$ cat config.mk
export PLATFORM = sky130hd
export DESIGN_NAME = agc_cdu_link
export DESIGN_NICKNAME = d
export VERILOG_FILES = /design/src/rtl/agc_cdu_link_pkg.sv /design/src/rtl/agc_cdu_link_pulse_sync_edge.sv /design/src/rtl/agc_cdu_link.sv
export SDC_FILE = /design/constraint.sdc
export NUM_CORES = 1
export LEC_CHECK = 0
export BUFFER_PORTS_ARGS = -buffer_cell sky130_fd_sc_hd__buf_2
export CAP_MARGIN = 25
export CORE_ASPECT_RATIO = 1.25
export CORE_MARGIN = 3
export CORE_UTILIZATION = 56
export DETAILED_ROUTE_END_ITERATION = 8
export PLACE_DENSITY = 0.8
export SYNTH_ARGS = -nofsm -noshare
export SYNTH_HDL_FRONTEND = slang
export SYNTH_SLANG_ARGS = --single-unit
$ cat constraint.sdc
create_clock -name CLOCKH -period 3.62 [get_ports CLOCKH]
set_clock_uncertainty 0.2 [all_clocks]
set_input_delay 0.362 -clock CLOCKH [delete_from_list [all_inputs] [get_ports CLOCKH]]
set_output_delay 0.362 -clock CLOCKH [all_outputs]
set_load 0.005 [all_outputs]
$ cat src/rtl/agc_cdu_link_pkg.sv
// Shared types and helpers for the AGC-side CDU link: FSM states, counter width,
// and ones'-complement drive command decode.
package cdu_link_pkg;

    localparam int CNT_W = 15;

    typedef enum logic [1:0] {IDLE, HI, LO} state_t;

    typedef struct packed {
        logic             neg;
        logic [CNT_W-1:0] mag;
    } drive_cmd_t;

    // -0 (all ones) decodes to magnitude 0, same as +0.
    function automatic drive_cmd_t decode_cmd(input logic [CNT_W-1:0] word);
        drive_cmd_t c;
        c.neg = word[CNT_W-1];
        c.mag = word[CNT_W-1] ? ~word : word;
        return c;
    endfunction

endpackage

$ cat src/rtl/agc_cdu_link_pulse_sync_edge.sv
// Multi-flop synchronizer for an asynchronous level pulse, followed by an
// edge-detect flop that yields a single-clock strobe on each rising edge.
module pulse_sync_edge
    import cdu_link_pkg::*;
#(
    parameter int SYNC_STAGES = 2
) (
    input  logic clk,
    input  logic rst,
    input  logic din,
    output logic strobe
);

    logic [SYNC_STAGES-1:0] sync_q, sync_d;
    logic                   edge_q, edge_d;

    always_comb begin
        sync_d = {sync_q[SYNC_STAGES-2:0], din};
        edge_d = sync_q[SYNC_STAGES-1];
    end

    always_ff @(posedge clk or posedge rst) begin
        if (rst) begin
            sync_q <= '0;
            edge_q <= 1'b0;
        end else begin
            sync_q <= sync_d;
            edge_q <= edge_d;
        end
    end

    assign strobe = sync_q[SYNC_STAGES-1] & ~edge_q;

endmodule

$ cat src/rtl/agc_cdu_link.sv
// AGC-side CDU link: accumulates CDU angle increment pulses and meters out a
// signed drive command as fixed-rate AFpPCH/AFmPCH pulses.
//   state | meaning
//   IDLE  | no pulse in flight; may hold a loaded command waiting for drive_en
//   HI    | drive output high, PULSE_WIDTH enabled clocks
//   LO    | inter-pulse gap, PULSE_DIV-PULSE_WIDTH enabled clocks
module agc_cdu_link
    import cdu_link_pkg::*;
#(
    parameter int PULSE_DIV   = 4,
    parameter int PULSE_WIDTH = 2,
    parameter int SYNC_STAGES = 2
) (
    input  logic             CLOCKH,
    input  logic             rst,
    input  logic             ATpPGH,
    input  logic             ATmPGH,
    input  logic             cnt_zero,
    input  logic             cmd_load,
    input  logic [CNT_W-1:0] cmd_value,
    input  logic             drive_en,
    output logic [CNT_W-1:0] cdu_count,
    output logic             AFpPCH,
    output logic             AFmPCH,
    output logic             cmd_busy,
    output logic [CNT_W-1:0] cmd_remaining
);

    localparam int PH_W = $clog2(PULSE_DIV);
    localparam logic [PH_W-1:0] HI_LAST = PH_W'(PULSE_WIDTH - 1);
    localparam logic [PH_W-1:0] LO_LAST = PH_W'(PULSE_DIV - PULSE_WIDTH - 1);

    logic inc_stb, dec_stb;

    pulse_sync_edge #(.SYNC_STAGES(SYNC_STAGES)) u_sync_p (
        .clk(CLOCKH), .rst(rst), .din(ATpPGH), .strobe(inc_stb)
    );

    pulse_sync_edge #(.SYNC_STAGES(SYNC_STAGES)) u_sync_m (
        .clk(CLOCKH), .rst(rst), .din(ATmPGH), .strobe(dec_stb)
    );

    state_t           state_q, state_d;
    logic [PH_W-1:0]  phase_q, phase_d;
    logic [CNT_W-1:0] cnt_q, cnt_d;
    logic [CNT_W-1:0] rem_q, rem_d;
    logic             busy_q, busy_d;
    logic             dir_q, dir_d;
    logic             pulse_neg_q, pulse_neg_d;
    logic             skip_q, skip_d;
    logic             afp_q, afp_d;
    logic             afm_q, afm_d;
    drive_cmd_t       cmd;
    logic             load_nz;

    always_comb begin
        cnt_d = cnt_q;
        if (cnt_zero) begin
            cnt_d = '0;
        end else if (inc_stb && !dec_stb) begin
            cnt_d = cnt_q + CNT_W'(1);
        end else if (dec_stb && !inc_stb) begin
            cnt_d = cnt_q - CNT_W'(1);
        end
    end

    always_comb begin
        state_d     = state_q;
        phase_d     = phase_q;
        rem_d       = rem_q;
        busy_d      = busy_q;
        dir_d       = dir_q;
        pulse_neg_d = pulse_neg_q;
        skip_d      = skip_q;
        cmd         = decode_cmd(cmd_value);
        load_nz     = cmd_load && (cmd.mag != '0);

        if (cmd_load && !load_nz) begin
            state_d = IDLE;
            phase_d = '0;
            rem_d   = '0;
            busy_d  = 1'b0;
            skip_d  = 1'b0;
        end else begin
            if (load_nz) begin
                rem_d  = cmd.mag;
                dir_d  = cmd.neg;
                busy_d = 1'b1;
            end
            case (state_q)
                IDLE: begin
                    if (busy_d && drive_en) begin
                        state_d     = HI;
                        phase_d     = HI_LAST;
                        pulse_neg_d = dir_d;
                        skip_d      = 1'b0;
                    end
                end
                HI: begin
                    // A reload mid-pulse means this pulse belongs to the old command.
                    if (load_nz) skip_d = 1'b1;
                    if (drive_en) begin
                        if (phase_q == '0) begin
                            state_d = LO;
                            phase_d = LO_LAST;
                            skip_d  = 1'b0;
                            if (!load_nz && !skip_q) rem_d = rem_q - CNT_W'(1);
                        end else begin
                            phase_d = phase_q - PH_W'(1);
                        end
                    end
                end
                LO: begin
                    if (drive_en) begin
                        if (phase_q == '0) begin
                            if (rem_d != '0) begin
                                state_d     = HI;
                                phase_d     = HI_LAST;
                                pulse_neg_d = dir_d;
                            end else begin
                                state_d = IDLE;
                                busy_d  = 1'b0;
                            end
                        end else begin
                            phase_d = phase_q - PH_W'(1);
                        end
                    end
                end
                default: state_d = IDLE;
            endcase
        end

        afp_d = (state_d == HI) && !pulse_neg_d;
        afm_d = (state_d == HI) && pulse_neg_d;
    end

    always_ff @(posedge CLOCKH or posedge rst) begin
        if (rst) begin
            state_q     <= IDLE;
            phase_q     <= '0;
            cnt_q       <= '0;
            rem_q       <= '0;
            busy_q      <= 1'b0;
            dir_q       <= 1'b0;
            pulse_neg_q <= 1'b0;
            skip_q      <= 1'b0;
            afp_q       <= 1'b0;
            afm_q       <= 1'b0;
        end else begin
            state_q     <= state_d;
            phase_q     <= phase_d;
            cnt_q       <= cnt_d;
            rem_q       <= rem_d;
            busy_q      <= busy_d;
            dir_q       <= dir_d;
            pulse_neg_q <= pulse_neg_d;
            skip_q      <= skip_d;
            afp_q       <= afp_d;
            afm_q       <= afm_d;
        end
    end

    assign cdu_count     = cnt_q;
    assign AFpPCH        = afp_q;
    assign AFmPCH        = afm_q;
    assign cmd_busy      = busy_q;
    assign cmd_remaining = rem_q;

endmodule
==> results.py <==
metrics = {
    "run_status": {
        "status": "complete, no violations",
    },
    "setup_path": {
        "endpoint": "cdu_count[14]$_DFFE_PP0P_",
        "r2r_slack_ns": 0.24,
        "end_kind": "flop",
        "cp.required_ns": 3.61,
        "reg2reg_to": "cdu_count[14]$_DFFE_PP0P_",
        "path_class": "reg2reg",
        "rr_worst_depth": 10,
        "worst_setup_path_start_kind": "flop",
        "crit_path_max_fanout": 17,
        "startpoint": "u_sync_m.sync_q[1]$_DFF_PP0_",
        "r2r-start": "u_sync_m.sync_q[1]$_DFF_PP0_",
        "critPathArrivalTime_ns": 3.37,
    },
    "clocking": {
        "cts_resized": 0,
        "htree_levels": 2,
        "clockBufferDepth": 2,
        "clkTransAtPathRegs_ns": 0.10,
        "root_buffer": "clkbuf_8",
        "cts_tree": "done",
        "clock_latency_ns": 0.30,
        "postCtsSetupRepairBufs": 0,
        "holdBufCountCts": 2,
        "cts_buffers": 5,
        "clock_sinks": 46,
    },
    "flow_run": {
        "cap_viol_max_count": 0,
    },
    "placement": {
        "placed_area_um2": 3350,
        "portBuffers": 54,
        "place_congestion": 0.891,
        "dp_slack_ns": 0.272,
        "hpwl_um": 4970,
    },
    "pwr": {
        "pwr_density_cell_nw_per_um2": 534,
        "power_mw": 1.87,
        "pwr-share-seq": 0.376,
        "pwr-share-comb": 0.447,
        "switching_share": 0.393,
        "internal-power_mw": 1.13,
        "p_sw_mw": 0.734,
        "power_leakage_nw": 1.62,
        "pwr-share-clk": 0.177,
        "irDropWorstVdd_mv": 0.527,
    },
    "die": {
        "io_pins": 55,
        "rows": 29,
        "die_width_um": 71.8,
        "chipHeight_um": 88.2,
        "die_area_um2": 6330,
        "start_util": 0.587,
        "core_area_um2": 5150,
    },
    "global_route": {
        "grt_pass1_vias": 2572,
        "grt_pass1_wl_um": 11600,
        "overflow": 0,
        "gr-usage-all-layers": 0.229,
        "grt_max_degree": 47,
        "antenna_found_initial": 0,
    },
    "synth": {
        "ys_async_sr_fraction": 1.00,
        "seq_area_frac_synth": 0.380,
        "synth_mux_area_frac": 0.0136,
        "postSynthCellCount": 340,
        "synth-adder-area-share": 0.0810,
        "synth.ff_latch_count": 46,
        "synth_top_family_by_area": "simple AND/OR/NAND/NOR gates",
        "syn_nets": 381,
        "syn_area_um2": 3030,
        "synth_compound_area_frac": 0.157,
        "synth_area_per_cell_um2": 8.90,
        "ys_types": 50,
        "synth_ff_type": "dfrtp_1",
        "synth-edff-count": 0,
        "ys_warn_count": 0,
        "synth_xor_area_frac": 0.107,
        "synth-simple-area-share": 0.234,
    },
    "timing": {
        "setup_tns_ns": 0,
        "setup_violations": 0,
        "worst_pin_slew_ns": 0.562,
        "maxSlewViolCount": 0,
        "fin_ws_ns": 0.239,
        "whs_ns": 0.164,
        "fmax_mhz": 296,
        "finalHoldViolCount": 0,
        "min_period_ns": 3.38,
        "slew_headroom": 0.622,
        "fin_crit_sh": 0.934,
        "rsz0062_at_grt": "no",
    },
    "drt": {
        "firstDrtPassIters": 4,
        "viasPerCell": 5.75,
        "drt-wirelength-per-cell_um": 14.5,
        "drt-total-wl_um": 6660,
        "antenna_left": 0,
        "route.vias.total": 2645,
        "route.detailed.drc": 0,
        "drtIter0Drc": 125,
    },
    "final_layout": {
        "layout.area.seq_um2": 1150,
        "final_net_count": 438,
        "final_cell_mix": "buf_2, dfrtp_1, nand2_1",
        "diodes": 0,
        "final_common_cell": "buf_2",
        "num-fill-cells": 422,
        "drive_above_1_share": 0.196,
        "final_cell_area_um2": 3500,
        "multi_input_area_um2": 1790,
        "synthToLayoutAreaGrowth_pct": 15.5,
    },
    "worst_hold_path": {
        "hold_class": "reg2reg",
    },
}
synth_stat cells (2+ instances only):
| cell type | number | share of area |
|---|---|---|
| ha_1 | 18 | 0.074 |
| a32o_1 | 2 | 0.0066 |
| a221oi_1 | 2 | 0.0058 |
| a21o_1 | 3 | 0.0074 |
| a211oi_1 | 5 | 0.012 |
| and3_1 | 3 | 0.0062 |
| mux2i_1 | 3 | 0.0099 |
| dfrtp_1 | 46 | 0.38 |
| or2_2 | 3 | 0.0062 |
| a21oi_1 | 20 | 0.033 |
| o211ai_1 | 2 | 0.0050 |
| and2_1 | 2 | 0.0041 |
| nor2_1 | 24 | 0.030 |
| a311oi_1 | 3 | 0.0087 |
| o21ai_0 | 22 | 0.036 |
| or3_1 | 7 | 0.014 |
| or4_1 | 4 | 0.0099 |
| nand4_1 | 4 | 0.0083 |
| nor2b_1 | 6 | 0.012 |
| o21a_1 | 3 | 0.0074 |
| nor3_1 | 16 | 0.026 |
| nand2_1 | 45 | 0.056 |
| xnor2_1 | 16 | 0.046 |
| nand3_1 | 10 | 0.017 |
| nand2b_1 | 4 | 0.0083 |
| xor2_1 | 19 | 0.055 |
| nor4_1 | 4 | 0.0083 |
| o31ai_1 | 3 | 0.0074 |
| clkbuf_1 | 9 | 0.011 |
| inv_1 | 12 | 0.015 |
area by class of cell:
type	count	share of cell area
multi-input cells	272	0.513
flip-flops and latches	46	0.329
repair buffers	60	0.0959
well taps	62	0.0222
clock buffers	5	0.0197
inverters	12	0.0129
clock inverters	3	0.00716
cells by family (layout without fill, tap and decap cells):
family	Yosys count	in the layout
fa+ha+maj	19	19
compound gates	73	73
mux	4	4
simple gates	140	140
flops	46	46
xor+xnor	36	36
buf+inv	22	80
critical path, cell delays in order, from the launching register on:
cell and delay [ns]:
dfrtp_1 0.38, nor2b_1 0.15, or2_2 0.46, ha_1 0.40
or3_1 0.42, o21ai_0 0.13, a211oi_1 0.10, nor3_1 0.36
o31ai_1 0.16, or4_1 0.41, o311ai_0 0.10
sequential cells by signal (all words and copies together), names as in the netlist:
signal,flops
u_sync_m.sync_q,2
cdu_count,15
u_sync_m.edge_q,1
pulse_neg_q,1
cmd_busy,1
cmd_remaining,15
skip_q,1
u_sync_p.edge_q,1
state_q,2
AFmPCH,1
phase_q,2
AFpPCH,1
u_sync_p.sync_q,2
dir_q,1
power groups by stage:
stage,sequential (mW),combinational [mW],clock [mW]
detailed placement,0.710,0.820,0
global placement,0.703,0.795,0
finish,0.701,0.835,0.331
CTS,0.699,0.826,0.345
floorplan,0.697,0.614,0
global route,0.714,0.945,0.368
through the flow:
stage,utilization,std cells
after floorplan,-,340
after global placement,0.651,448
after detailed placement,0.651,448
after CTS,0.673,458
after global routing,0.678,460
final,0.678,460
how the worst min path moves through the flow:
stage	start	slack (ns)	cells past startpoint	end
after floorplan	u_sync_m.sync_q[0]$_DFF_PP0_	0.13	0	u_sync_m.sync_q[1]$_DFF_PP0_
after global placement	u_sync_p.sync_q[0]$_DFF_PP0_	0.14	0	u_sync_p.sync_q[1]$_DFF_PP0_
after detailed placement	u_sync_m.sync_q[0]$_DFF_PP0_	0.14	0	u_sync_m.sync_q[1]$_DFF_PP0_
after CTS	rst	0.09	2	AFmPCH$_DFF_PP0_
after global routing	u_sync_m.sync_q[0]$_DFF_PP0_	0.18	0	u_sync_m.sync_q[1]$_DFF_PP0_
final	u_sync_m.sync_q[0]$_DFF_PP0_	0.16	0	u_sync_m.sync_q[1]$_DFF_PP0_
per-layer routing:
metal,part of all wire,global-route usage
met1,0.41,0.268
met2,0.52,0.420
met3,0.049,0.0402
met4,0.019,0.0821
met5,0,0
(Power assumes the default switching activity.)
